--- src/rtl/spu_pcx_req_ctl_pkg.sv ---
// Shared definitions for the SPU PCX request controller: FSM encoding and defaults.
package spu_pcx_req_ctl_pkg;

  typedef enum logic [1:0] {
    ST_IDLE  = 2'b00,
    ST_REQ   = 2'b01,
    ST_DRAIN = 2'b10
  } pcx_state_e;

  localparam int LD_MAX_DEFAULT = 4;
  localparam int CNT_W_DEFAULT  = 3;

endpackage

--- src/rtl/spu_pcx_rr_arb.sv ---
// Two-requester round-robin arbiter (load vs store); last_st remembers the previous winner.
module spu_pcx_rr_arb
  import spu_pcx_req_ctl_pkg::*;
(
  input  logic clk,
  input  logic reset_l,
  input  logic en,
  input  logic req_ld,
  input  logic req_st,
  output logic gnt_ld,
  output logic gnt_st
);

  logic last_st_r;

  // On contention the requester that did not win last time gets the slot.
  assign gnt_ld = en & req_ld & (~req_st | last_st_r);
  assign gnt_st = en & req_st & (~req_ld | ~last_st_r);

  // Winner history, updated on every capture; starts as store so a load wins first.
  always_ff @(posedge clk) begin
    if (!reset_l) begin
      last_st_r <= 1'b1;
    end else if (gnt_ld | gnt_st) begin
      last_st_r <= gnt_st;
    end else begin
      last_st_r <= last_st_r;
    end
  end

endmodule

--- src/rtl/spu_pcx_req_ctl.sv ---
// SPU-to-LSU PCX request controller: arbitrates MA load/store, sequences packet capture,
// holds the packet until granted, and tracks outstanding loads/stores with abort-drain.
module spu_pcx_req_ctl
  import spu_pcx_req_ctl_pkg::*;
#(
  parameter int LD_MAX = LD_MAX_DEFAULT,
  parameter int CNT_W  = CNT_W_DEFAULT
) (
  input  logic             rclk,
  input  logic             reset_l,
  input  logic             spu_mald_req,
  input  logic             spu_mast_req,
  input  logic             lsu_spu_pcx_grant,
  input  logic             lsu_spu_ldret,
  input  logic             lsu_spu_stack,
  input  logic             spu_ctl_abort,
  output logic             spu_wen_pcx_wen,
  output logic             spu_wen_pcx_7170_sel,
  output logic             spu_pcx_sel_st,
  output logic             spu_lsu_ldst_req,
  output logic             spu_mald_gnt,
  output logic             spu_mast_gnt,
  output logic [CNT_W-1:0] spu_pcx_ld_outst,
  output logic             spu_pcx_idle
);

  localparam logic [CNT_W-1:0] LD_MAX_C = CNT_W'(LD_MAX);

  pcx_state_e       state_r;
  logic [CNT_W-1:0] outst_r;
  logic             st_pend_r;
  logic             abort_pend_r;
  logic             sel_st_r;

  logic             elig_ld_s;
  logic             elig_st_s;
  logic             cap_en_s;
  logic             gnt_ld_s;
  logic             gnt_st_s;
  logic             capture_s;
  logic             ld_granted_s;
  logic             st_granted_s;
  logic [CNT_W-1:0] outst_nxt_s;
  logic             st_pend_nxt_s;
  logic             drained_nxt_s;

  assign elig_ld_s = spu_mald_req & (outst_r < LD_MAX_C);
  assign elig_st_s = spu_mast_req & ~st_pend_r;
  assign cap_en_s  = reset_l & (state_r == ST_IDLE) & ~abort_pend_r;

  spu_pcx_rr_arb u_arb (
    .clk     (rclk),
    .reset_l (reset_l),
    .en      (cap_en_s),
    .req_ld  (elig_ld_s),
    .req_st  (elig_st_s),
    .gnt_ld  (gnt_ld_s),
    .gnt_st  (gnt_st_s)
  );

  assign capture_s    = gnt_ld_s | gnt_st_s;
  assign ld_granted_s = (state_r == ST_REQ) & lsu_spu_pcx_grant & ~sel_st_r;
  assign st_granted_s = (state_r == ST_REQ) & lsu_spu_pcx_grant & sel_st_r;

  // Capture is same-cycle so the packet mux must follow the winner before sel_st_r updates.
  assign spu_wen_pcx_wen      = capture_s;
  assign spu_wen_pcx_7170_sel = capture_s;
  assign spu_mald_gnt         = gnt_ld_s;
  assign spu_mast_gnt         = gnt_st_s;
  assign spu_pcx_sel_st       = capture_s ? gnt_st_s : sel_st_r;
  assign spu_lsu_ldst_req     = (state_r == ST_REQ);
  assign spu_pcx_ld_outst     = outst_r;
  assign spu_pcx_idle         = (state_r == ST_IDLE) & (outst_r == {CNT_W{1'b0}})
                                & ~st_pend_r & ~abort_pend_r;

  // Next values of the outstanding trackers; a return at zero is dropped.
  always_comb begin
    outst_nxt_s   = outst_r;
    st_pend_nxt_s = st_pend_r;
    if (ld_granted_s && lsu_spu_ldret) begin
      outst_nxt_s = outst_r;
    end else if (ld_granted_s) begin
      outst_nxt_s = outst_r + CNT_W'(1);
    end else if (lsu_spu_ldret && (outst_r != {CNT_W{1'b0}})) begin
      outst_nxt_s = outst_r - CNT_W'(1);
    end else begin
      outst_nxt_s = outst_r;
    end
    if (st_granted_s) begin
      st_pend_nxt_s = 1'b1;
    end else if (lsu_spu_stack) begin
      st_pend_nxt_s = 1'b0;
    end else begin
      st_pend_nxt_s = st_pend_r;
    end
  end

  // Drain completes as the last return lands, so idle shows on the following cycle.
  assign drained_nxt_s = (outst_nxt_s == {CNT_W{1'b0}}) & ~st_pend_nxt_s;

  // Request sequencing FSM with outstanding-load/store and abort tracking.
  always_ff @(posedge rclk) begin
    if (!reset_l) begin
      state_r      <= ST_IDLE;
      outst_r      <= {CNT_W{1'b0}};
      st_pend_r    <= 1'b0;
      abort_pend_r <= 1'b0;
      sel_st_r     <= 1'b0;
    end else begin
      outst_r   <= outst_nxt_s;
      st_pend_r <= st_pend_nxt_s;
      if (capture_s) begin
        sel_st_r <= gnt_st_s;
      end
      case (state_r)
        ST_IDLE: begin
          if (capture_s) begin
            state_r <= ST_REQ;
            if (spu_ctl_abort) begin
              abort_pend_r <= 1'b1;
            end
          end else if (spu_ctl_abort && ((outst_r != {CNT_W{1'b0}}) || st_pend_r)) begin
            state_r      <= ST_DRAIN;
            abort_pend_r <= 1'b1;
          end else begin
            state_r <= ST_IDLE;
          end
        end
        ST_REQ: begin
          if (spu_ctl_abort) begin
            abort_pend_r <= 1'b1;
          end
          if (lsu_spu_pcx_grant) begin
            state_r <= (abort_pend_r || spu_ctl_abort) ? ST_DRAIN : ST_IDLE;
          end else begin
            state_r <= ST_REQ;
          end
        end
        ST_DRAIN: begin
          if (drained_nxt_s) begin
            abort_pend_r <= 1'b0;
            state_r      <= ST_IDLE;
          end else begin
            state_r <= ST_DRAIN;
          end
        end
        default: begin
          state_r      <= ST_IDLE;
          abort_pend_r <= 1'b0;
        end
      endcase
    end
  end

endmodule

--- config.mk ---
export PLATFORM = sky130hd
export DESIGN_NAME = spu_pcx_req_ctl
export DESIGN_NICKNAME = d
export VERILOG_FILES = /design/src/rtl/spu_pcx_req_ctl_pkg.sv /design/src/rtl/spu_pcx_rr_arb.sv /design/src/rtl/spu_pcx_req_ctl.sv
export SDC_FILE = /design/constraint.sdc
export NUM_CORES = 1
export LEC_CHECK = 0
export BUFFER_PORTS_ARGS = -buffer_cell sky130_fd_sc_hd__buf_2
export CAP_MARGIN = 10
export CORE_MARGIN = 1.5
export CORE_UTILIZATION = 35
export DETAILED_ROUTE_END_ITERATION = 8
export HOLD_SLACK_MARGIN = 0.05
export SLEW_MARGIN = 10
export SYNTH_ARGS = -nofsm -noshare
export SYNTH_HDL_FRONTEND = slang
export SYNTH_SLANG_ARGS = --single-unit
--- constraint.sdc ---
create_clock -name rclk -period 6.2 [get_ports rclk]
set_input_delay 0.62 -clock rclk [delete_from_list [all_inputs] [get_ports rclk]]
set_output_delay 0.62 -clock rclk [all_outputs]
set_load 0.05 [all_outputs]
* Word-level counts from Yosys, hierarchy flattened
Index checks and enable logic that the tools add are counted.
** Word-level totals
- Output and inout bits :: 10
- Bits in latches :: 0
- Memories :: 0
- Input port bits :: 8
- Bits in writable memories :: 0
- Memory bits (read-only) :: 0
- Register bits after elaboration :: 9
** Cells by class
- Muxes and demuxes :: 17
- $mul :: 0
- Add/subtract/negate cells :: 2
- Divide/modulo/power cells :: 0
- Reduce and logical (&&, ||, !) cells :: 10
- Shifts and indexed selects :: 0
- Magnitude comparators :: 1
- Equal/unequal tests :: 4
- Bitwise gates (word level) :: 25
** Operators by type and width (count)
- bitwise AND 1 bit :: 15
- 2-to-1 mux 2 bit :: 5
- 2-to-1 mux 3 bit :: 3
- 2-to-1 mux 1 bit :: 7
- inverter 1 bit :: 7
- zero test 3 bit :: 2
- one-hot mux 2 bit (3 select lines) :: 1
- adder 3 x 1 -> 3 bit (second input constant) :: 1
- logical AND 1 bit :: 3
- less-than comparator 3 bit (second input constant) :: 1
- != test 3 x 2 -> 1 bit (second input constant) :: 1
- bitwise OR 1 bit :: 3
- one-hot mux 1 bit (3 select lines) :: 1
- nonzero test 3 bit :: 1
- subtractor 3 x 1 -> 3 bit (second input constant) :: 1
- == test 2 x 1 -> 1 bit (second input constant) :: 1
- == test 2 bit (second input constant) :: 1
- zero test 2 bit :: 1
- logical OR 1 bit :: 2
- != test 2 bit (second input constant) :: 1
- AND reduction 2 bit :: 1

* Depth between registers and ports, before layout
Gate-level depths: netlist of the first run.
- Word-level depth :: 9
- Gate-level depth with buffers :: 7
- Mapped depth without buffers :: 7

* Hierarchy
A second synthesis of the first run with hierarchy kept.
** Unflattened totals
- Cells, all modules :: 88
- Area, all modules :: 709.4 um^2
** Modules (own cells, without submodules)
- spu_pcx_req_ctl :: times used 1, area each 653.1 um^2, cells an instance 80
- spu_pcx_rr_arb :: times used 1, area each 56.3 um^2, cells an instance 8

* Least setup slack after synthesis of the first run
Ideal clock, no wire load.
- Path kind :: input to output
- Start point :: input reset_l
- End point :: output spu_mast_gnt
- Path slack :: 2829 ps
- Stages on the path :: 3
- Buffers on the path :: 1
- Arrival time :: 2751 ps
- Required time :: 5580 ps
- Cells stage by stage :: clkbuf_1 or4b_2 a311oi_1
** Between the ends
- Word-level cells in the longest chain between the ends :: 4
** RTL lines
- start: declaration :: RTL line spu_pcx_req_ctl.sv:10 : input logic reset_l,
- bitwise AND 1 bit (2 in a row) :: RTL line spu_pcx_req_ctl.sv:49 : assign cap_en_s = reset_l & (state_r == ST_IDLE) & ~abort_pend_r;
- bitwise AND 1 bit (2 in a row) :: RTL line spu_pcx_rr_arb.sv:18 : assign gnt_st = en & req_st & (~req_ld | ~last_st_r);
- end: declaration :: RTL line spu_pcx_req_ctl.sv:22 : output logic spu_mast_gnt,
Every way passes these cells.

* Worst setup path after layout of the first run
- Start point :: input reset_l
- End point :: output spu_wen_pcx_7170_sel
** Between the ends
- Word-level cells in the longest chain between the ends :: 5
- Elaborated cells between the ends (all ways) :: 7
- Those cells by class :: bitwise (7)
** RTL lines
- bitwise AND 1 bit (*) (2 in a row) :: RTL line spu_pcx_req_ctl.sv:49
- bitwise AND 1 bit (on tied branches) (2 in a row) :: RTL line spu_pcx_rr_arb.sv:17, spu_pcx_rr_arb.sv:18
- bitwise OR 1 bit (*) :: RTL line spu_pcx_req_ctl.sv:61 : assign capture_s = gnt_ld_s | gnt_st_s;
- end: declaration :: RTL line spu_pcx_req_ctl.sv:18 : output logic spu_wen_pcx_7170_sel,
Every way passes the cells marked *; elsewhere a longest branch is shown, timed or not.

==> results of run 1 <==
==> final cells by class <==
| cell class | instances | area (µm²) |
|---|---|---|
| Clock buffer | 4 | 26.28 |
| Inverter | 4 | 15.01 |
| Fill cell | 184 | 972.2 |
| Tap cell | 25 | 31.28 |
| Sequential cell | 9 | 180.2 |
| Timing Repair Buffer | 17 | 85.08 |
| Multi-Input combinational cell | 58 | 416.7 |
==> Yosys cell counts, types with 3 or more instances <==
library cell | number | area share [%]
inv_1 | 4 | 2.4
nand2_1 | 7 | 4.1
nor2_1 | 6 | 3.5
nand2b_1 | 4 | 3.9
dfxtp_1 | 9 | 28
nor2b_1 | 3 | 2.9
nor3b_1 | 3 | 3.5
o21ai_0 | 3 | 2.4
ha_1 | 3 | 5.9
==> power groups by stage <==
stage                     registers (mW)  clock network, mW  logic [mW]
final                              0.100             0.0449       0.285
after global routing               0.104             0.0509       0.310
after CTS                         0.0997             0.0465       0.286
after detailed placement           0.101                  0       0.285
after global placement             0.101                  0       0.284
after floorplan                    0.124                  0       0.209
==> state kept, by name, indices dropped and copies added (netlist names) <==
name and flops:
u_arb.last_st_r 1, state_r 2, sel_st_r 1, spu_pcx_ld_outst 3, st_pend_r 1, abort_pend_r 1
==> metrics by stage <==
step / hold slack, ns / setup WS, ns / cell area, µm² / std cells / util, %
3_3_place_gp: 0.5337 / 3.549 / 728.2 / 113 / 42.17
6_report: 0.5440 / 3.477 / 754.5 / 117 / 43.70
3_5_place_dp: 0.5289 / 3.494 / 728.2 / 113 / 42.17
5_1_grt: 0.5920 / 3.411 / 754.5 / 117 / 43.70
4_1_cts: 0.5481 / 3.483 / 754.5 / 117 / 43.70
2_1_floorplan: 0.4976 / 2.829 / 638.1 / 75 / -
==> worst max-delay path, stage by stage <==
cell	delay, ns
buf_2	0.16
or4b_2	0.66
a21oi_1	0.32
buf_2	0.34
==> cell families after synthesis <==
group,synth area share [%]
AO/OA/AOI/OAI,19.41
XOR/XNOR,1.373
adder cells (fa/ha/maj),5.883
buffers and inverters,6.471
flip-flops,28.23
multiplexers,5.490
AND/OR/NAND/NOR,33.14
==> layer usage <==
layer | global-route usage [%] | wire length [µm] | vias to the layer above | share of wire (%)
li1 | - | - | 306 | -
met1 | 18.55 | 630 | 268 | 48
met2 | 21.97 | 599 | 19 | 46
met3 | 5.952 | 69 | 2 | 5.3
met4 | 3.429 | 6 | 0 | 0.46
met5 | 0 | 0 | - | 0
==> worst paths after layout <==
kind	from	endpoint	slack, ns	depth (start not counted)
worst min register to register	u_arb.last_st_r$_SDFFE_PN1N_	u_arb.last_st_r$_SDFFE_PN1N_	0.54	3
worst min-delay path	u_arb.last_st_r$_SDFFE_PN1N_	u_arb.last_st_r$_SDFFE_PN1N_	0.54	3
worst max-delay path	reset_l	spu_wen_pcx_7170_sel	3.48	4
worst max register to register	state_r[0]$_SDFF_PN0_	state_r[1]$_SDFF_PN0_	3.91	5
==> results.toml, run 1 <==
[pwr]
switchingPower_mw = 0.2308
p_sw_share_pct = 53.74
combinationalPowerShare_pct = 66.2
p_per_area_nw_per_um2 = 569.4
power.share.clock_pct = 10.5
total_power_mw = 0.4296
p_leak_nw = 0.3619
power.internal_mw = 0.1987
power.share.sequential_pct = 23.3
ir_drop_mv = 0.1957

[finish]
nNetsFinal = 104
final_cell_mix = "buf_2, dfxtp_1, nand2_1"
area_growth_syn_to_layout_pct = 18.24
layout-drive-gt1-share_pct = 30.43
n_antenna_cell = 0
final_common_cell = "buf_2"

[grt]
groute.usage.overall_pct = 14.29
grt_max_degree = 11
grt_antenna_before_repair = 0
grt_pass1_vias = 506
globalRouteOverflowTotal = 0
grt_pass1_wl_um = 2139

[floorplan]
initial_core_util_pct = 36.96
fp.dieW_um = 45.70
die_y_um = 45.70
core_area_um2 = 1727
ios = 18
die-area_um2 = 2088
row_count = 15

[synthesis]
synthArstFlopShare_pct = 0
syn_inst = 75
synth_edf_count = 0
yosysSeqAreaShare_pct = 28.24
yosys_register_bits = 9
synth_top_flop_cell = "dfxtp_1"
syn_area_per_cell_um2 = 8.508
synth_warnings = 0
synth.distinct_cells = 34
synth_fp_nets = 86
netlist_area_um2 = 638.1

[clock_tree]
clk_pin_slew_ns = 0.06
cts_max_path_buffers = 2
cts_setup_buffers = 0
cts_resized = 0
root_buffer = "clkbuf_4"
cts-buffers-inserted = 3
htreeDepth = 1
cts.sinks = 9
cts_tree = "yes"
clkLatencyLatePin_ns = 0.26
hold_buffers = 0

[sta]
slew_viol_final = 0
worst_pin_slew_ns = 0.3564
grt_setup_unrepaired = "false"
slew_headroom_pct = 76.24
tns_ns = 0
fin_crit_ns = 2.723
skew_ns = 0.006388
setup_viol = 0
fin_crit_sh_pct = 43.92
hold_viol = 0
max_freq_mhz = 367.3

[run]
cap_violations = 0

[worst_setup_path]
startpoint_type = "input pin"
crit_path_max_fanout = 10
worstPathArrival_ns = 2.10
endpoint_kind = "primary output"
cp_data_required_time_ns = 5.58
crit_type = "in2out"

[route]
vias = 595
routed_wl_um = 1305
dr.first_iter.drc_count = 17
wire_per_inst_um = 11.15
route.detailed.drc = 0
first_pass_iters = 4
final_antenna_net_count = 0
avgViaCountPerCell = 5.085

[outcome]
status = "finished, final reports clean"

[min_path]
hold_class = "reg2reg"

[placed_design]
portBuffers = 17
hpwl_um = 1019
gp_congestion = 0.7188
(Power assumes the default switching activity.)
==> run 2, diff against run 1 <==
==> constraint.sdc (replaced) <==
create_clock -name rclk -period 2.3 [get_ports rclk]
set_input_delay 0.23 -clock rclk [delete_from_list [all_inputs] [get_ports rclk]]
set_output_delay 0.23 -clock rclk [all_outputs]
set_load 0.05 [all_outputs]
==> run 2 against run 1 <==
Net effect:
- sequential power increased to 2.7 times the previous value
- critical endpoint is now spu_pcx_sel_st
- flip-flop and latch count unchanged
- via count rose by 2.4%
- total power rose to 2.7 times the previous value
- clock power grew to 2.9 times the previous value
- sequential share of layout area down 0.39 points
- largest cell class unchanged
- first-iteration DRC count grew 5.9%
- largest power group unchanged
- routed wire length increased by 14%
- clock skew about the same
- combinational power rose to 2.7 times the previous value
- critical path type is now reg2out
==> results.toml, run 2 (same netlist as run 1, synthesis figures left out) <==
[sta]
slew_headroom_pct = 80.92
setup_viol = 0
grt_setup_unrepaired = "false"
hold_viol = 0
worst_pin_slew_ns = 0.2862
max_freq_mhz = 458.3
layout_setup_ws_ns = 0.1181
skew_ns = 0.006536
fin_crit_sh_pct = 94.86
slew_viol_final = 0
fin_crit_ns = 2.182
holdWs_ns = 0.2101
tns_ns = 0

[worst_setup_path]
critPathTopFamily = "simple AND/OR/NAND/NOR gates"
cp_data_required_time_ns = 2.07
crit_top_cell = "nor2_1"
worstPathArrival_ns = 1.95
slowest_stage = "or4b_2"
crit_type = "reg2out"
crit_path_max_fanout = 5
max_stage_delay_ns = 0.74
startpoint_type = "flip-flop"
endpoint_kind = "primary output"
timing.critical_path.buf_inv = 1
worstPathCellList = "or4b_2, nor2_1, nor2_1, nor2_1, buf_2"

[grt]
groute.usage.overall_pct = 17.11
globalRouteOverflowTotal = 0
grt_max_degree = 11
grt_antenna_before_repair = 0
grt_pass1_vias = 569
grt_pass1_wl_um = 2511

[finish]
area_growth_syn_to_layout_pct = 20.20
final_area_um2 = 767.0
layout-drive-gt1-share_pct = 33.33
nNetsFinal = 105
largest_reg_flops = 3
final_util_pct = 44.42
final_cell_mix = "buf_2, dfxtp_1, nand2_1"
n_antenna_cell = 0
fillers = 188
final_common_cell = "buf_2"
stdcell_count = 118

[floorplan]
core_area_um2 = 1727
die-area_um2 = 2088
die_y_um = 45.70
initial_core_util_pct = 36.96
fp.dieW_um = 45.70
ios = 18
row_count = 15

[clock_tree]
cts_max_path_buffers = 2
clkLatencyLatePin_ns = 0.27
htreeDepth = 1
clk_pin_slew_ns = 0.07
cts_tree = "yes"
cts.sinks = 9
root_buffer = "clkbuf_4"
cts-buffers-inserted = 3

[placed_design]
gp_congestion = 0.7693
hpwl_um = 1120
placedInstanceArea_um2 = 737.0
portBuffers = 17
dpl.cell_count = 114
place_ws_ns = 0.2422

[pwr]
p_sw_share_pct = 54.06
switchingPower_mw = 0.6376
combinationalPowerShare_pct = 66.4
total_power_mw = 1.179
power.internal_mw = 0.5417
p_per_area_nw_per_um2 = 1538
ir_drop_mv = 0.6033
p_leak_nw = 0.3681
power.share.clock_pct = 10.9
power.share.sequential_pct = 22.7

[min_path]
hold_class = "in2reg"

[run]
cap_violations = 0

[route]
vias = 609
dr.first_iter.drc_count = 18
final_antenna_net_count = 0
route.detailed.drc = 0
routed_wl_um = 1483
wire_per_inst_um = 12.57
first_pass_iters = 2
avgViaCountPerCell = 5.161

[outcome]
status = "finished, final reports clean"
run 2: repair_timing:
| action | CTS | global route |
|---|---|---|
| endpoints found under the setup margin | 0 | 2 |
| setup buffers | 0 | 0 |
| hold buffers | 0 | 0 |
| gates resized for setup | 0 | 1 |
run 2: cell type report:
cell class / instances / area (µm²) / share of cell area (%)
repair buffers: 18 / 92.59 / 12.07
well taps: 25 / 31.28 / 4.078
inverters: 4 / 15.01 / 1.958
clock buffers: 4 / 26.28 / 3.426
flip-flops and latches: 9 / 180.2 / 23.49
multi-input cells: 58 / 421.7 / 54.98
run 2: path summary, 6_finish.rpt:
path / slack (ns) / depth (start not counted) / from / to
worst min register to register: 0.55 / 3 / u_arb.last_st_r$_SDFFE_PN1N_ / u_arb.last_st_r$_SDFFE_PN1N_
worst min-delay path: 0.21 / 2 / reset_l / u_arb.last_st_r$_SDFFE_PN1N_
worst max-delay path: 0.12 / 5 / abort_pend_r$_SDFFE_PN0P_ / spu_pcx_sel_st
worst max register to register: 0.22 / 5 / state_r[0]$_SDFF_PN0_ / state_r[1]$_SDFF_PN0_
run 2: power groups by stage:
stage | clock network (mW) | registers [mW] | logic [mW]
6_report | 0.129 | 0.268 | 0.782
3_5_place_dp | 0 | 0.270 | 0.782
2_1_floorplan | 0 | 0.335 | 0.565
4_1_cts | 0.129 | 0.266 | 0.786
5_1_grt | 0.138 | 0.279 | 0.859
3_3_place_gp | 0 | 0.270 | 0.764
run 2: worst register-to-register path, cell delays in order, from the launching register on:
cell	delay (ns)
dfxtp_1	0.44
and4bb_1	0.28
mux2_4	0.31
a211o_1	0.30
or3_1	0.37
a32o_2	0.27
run 2: routing by layer:
metal	track usage, %	vias up	part of all wire (%)	wire, µm
met5	0	-	0	0
met2	26.76	10	49	724
met1	21.39	287	45	672
met3	3.571	5	2.8	42
li1	-	307	-	-
met4	10.29	0	3.0	44
==> run 3, diff against run 2 <==
--- a/config.mk
+++ b/config.mk
@@ -5,6 +5,7 @@
 export SDC_FILE = /design/constraint.sdc
 export NUM_CORES = 1
 export LEC_CHECK = 0
+export ABC_AREA = 1
 export BUFFER_PORTS_ARGS = -buffer_cell sky130_fd_sc_hd__buf_2
 export CAP_MARGIN = 10
 export CORE_MARGIN = 1.5
==> run 3 against run 2 <==
Net effect:
- sequential share of layout area rose by 0.20 points
- first-iteration DRC count rose by 11%
- design area fell by 0.16%
- clock skew fell by 0.0028 ns
- register-to-register slack improved by 0.47 ns
- global-route usage fell by 1.6 points
- cell count rose by 24%
- hold slack improved by 0.014 ns
==> results.toml, run 3 <==
[route]
first_pass_iters = 4
route.detailed.drc = 0
routed_wl_um = 1346
avgViaCountPerCell = 4.562
wl_met1_um = 691
dr.first_iter.drc_count = 20
final_antenna_net_count = 0
wire_per_inst_um = 9.219
wl_met3_um = 75
wl_met2_um = 568
vias = 666
top_layer_used = "met4"

[sta]
max_freq_mhz = 514.9
worst_pin_slew_ns = 0.2462
tns_ns = 0
slew_headroom_pct = 83.46
hold_viol = 0
slew_viol_final = 0
fin_crit_sh_pct = 84.44
setup_viol = 0
fin_crit_ns = 1.942
skew_ns = 0.003740
grt_setup_unrepaired = "false"

[synthesis]
synth_fp_nets = 112
syn_inst = 101
synth_common_cells = "nand2_1, inv_1, nor2_1, dfxtp_1, nand3_1"
synth.distinct_cells = 20
synth_edf_count = 0
synthArstFlopShare_pct = 0
synth_warnings = 0
netlist_area_um2 = 629.4
syn_area_per_cell_um2 = 6.231
yosys.area.top_type = "dfxtp_1"
yosysMostFrequentCell = "nand2_1"
synth.area.top_cells = "dfxtp_1, nand2_1, inv_1"
yosysSeqAreaShare_pct = 28.63
yosys_register_bits = 9
synth_top_area_share_pct = 28.63
synth_top_flop_cell = "dfxtp_1"

[floorplan]
core_area_um2 = 1708
initial_core_util_pct = 36.85
fp.dieW_um = 45.41
die_y_um = 45.41
ios = 18
die-area_um2 = 2062
row_count = 15

[clock_tree]
root_buffer = "clkbuf_4"
cts_resized = 0
clk_pin_slew_ns = 0.06
cts.sinks = 9
hold_buffers = 0
cts_setup_buffers = 0
cts_max_path_buffers = 2
cts_tree = "yes"
htreeDepth = 1
cts-buffers-inserted = 3
clkLatencyLatePin_ns = 0.26

[worst_setup_path]
r2r_start = "spu_pcx_ld_outst[0]$_SDFF_PN0_"
startpoint_type = "flip-flop"
critPathTopFamily = "buffers and inverters"
timing.critical_path.buf_inv = 4
endpoint_kind = "primary output"
slowest_stage = "dfxtp_1"
max_stage_delay_ns = 0.34
r2r.worst_path.cells = 14
cp_data_required_time_ns = 2.07
worstPathArrival_ns = 1.71
crit_top_cell = "inv_1"
r2r-end = "abort_pend_r$_SDFFE_PN0P_"
worst-r2r-setup-slack_ns = 0.69
worstPathCellList = "inv_2, nand2_1, nor3_1, nand3_1, inv_1, nor2_1, inv_1, buf_2"
crit_type = "reg2out"
crit_path_max_fanout = 5

[run]
cap_violations = 0

[finish]
fillers = 197
largest_reg_flops = 3
final_common_cell = "nand2_1"
stdcell_count = 146
final_cell_mix = "nand2_1, inv_1, buf_2"
area_growth_syn_to_layout_pct = 21.67
layout-drive-gt1-share_pct = 25.62
nNetsFinal = 133
n_antenna_cell = 0

[outcome]
status = "finished, final reports clean"

[grt]
grt_max_degree = 7
grt_antenna_before_repair = 0
grt_pass1_wl_um = 2332
grt_pass1_vias = 547
globalRouteOverflowTotal = 0
groute.usage.overall_pct = 15.52

[placed_design]
dpl.cell_count = 142
gp_congestion = 0.8124
hpwl_um = 1102
portBuffers = 17

[min_path]
hold_end = "u_arb.last_st_r$_SDFFE_PN1N_"
hold_class = "in2reg"
hold_start = "reset_l"
hold_path_depth = 2
[run 3: cell types whose count changed in the layout (fill, tap and decap cells not counted), sizes merged, moves of 3 or more]
cell,before,now
nand2,7,28
inv,4,20
nor2,6,13
nand4,0,5
nand2b,4,0
and2,3,0
nand3,0,9
nor2b,3,0
nor3b,3,0
[run 3: cells by family after synthesis]
group                    count (synthesis)  share of synthesized area, %
flip-flops                               9                         28.63
AO/OA/AOI/OAI                            9                         8.749
adder cells (fa/ha/maj)                  3                         5.965
AND/OR/NAND/NOR                         59                         43.54
buffers and inverters                   21                         13.12
[run 3: area by class of cell]
cell class | count | area, µm² | area share [%]
multi-input cells | 71 | 366.6 | 47.88
clock buffers | 4 | 26.28 | 3.431
well taps | 25 | 31.28 | 4.085
inverters | 20 | 75.07 | 9.804
flip-flops and latches | 9 | 181.4 | 23.69
repair buffers | 17 | 85.08 | 11.11
[run 3: how the worst max path moves through the flow]
stage                              startpoint                   end  slack, ns  depth (start not counted)
5_1_grt                 state_r[1]$_SDFF_PN0_       spu_wen_pcx_wen       0.18                          8
4_1_cts                 state_r[0]$_SDFF_PN0_       spu_wen_pcx_wen       0.33                          8
3_3_place_gp                          reset_l  spu_wen_pcx_7170_sel       0.63                          8
2_1_floorplan  spu_pcx_ld_outst[2]$_SDFF_PN0_       spu_wen_pcx_wen       0.06                          9
6_report                state_r[0]$_SDFF_PN0_       spu_wen_pcx_wen       0.36                          8
3_5_place_dp                          reset_l       spu_wen_pcx_wen       0.61                          8
[run 3: stage by stage]
| step | hold slack (ns) | setup WS (ns) | cell area, µm² | utilization [%] |
|---|---|---|---|---|
| floorplan | 0.3276 | 0.05949 | 630.6 | - |
| global placement | 0.4983 | 0.6318 | 739.5 | 43.30 |
| detailed placement | 0.4954 | 0.6086 | 739.5 | 43.30 |
| CTS | 0.2189 | 0.3349 | 765.7 | 44.84 |
| global route | 0.2193 | 0.1766 | 765.7 | 44.84 |
| finish | 0.2244 | 0.3578 | 765.7 | 44.84 |
[run 3: layer usage]
layer | up-vias | global-route usage [%]
met3 | 2 | 5.952
li1 | 362 | -
met1 | 286 | 21.36
met5 | - | 0
met4 | 0 | 3.529
met2 | 16 | 22.82
Power of run 3 is not shown: default switching activity piles up to over one toggle a cycle in this logic, so the estimate is an artifact.
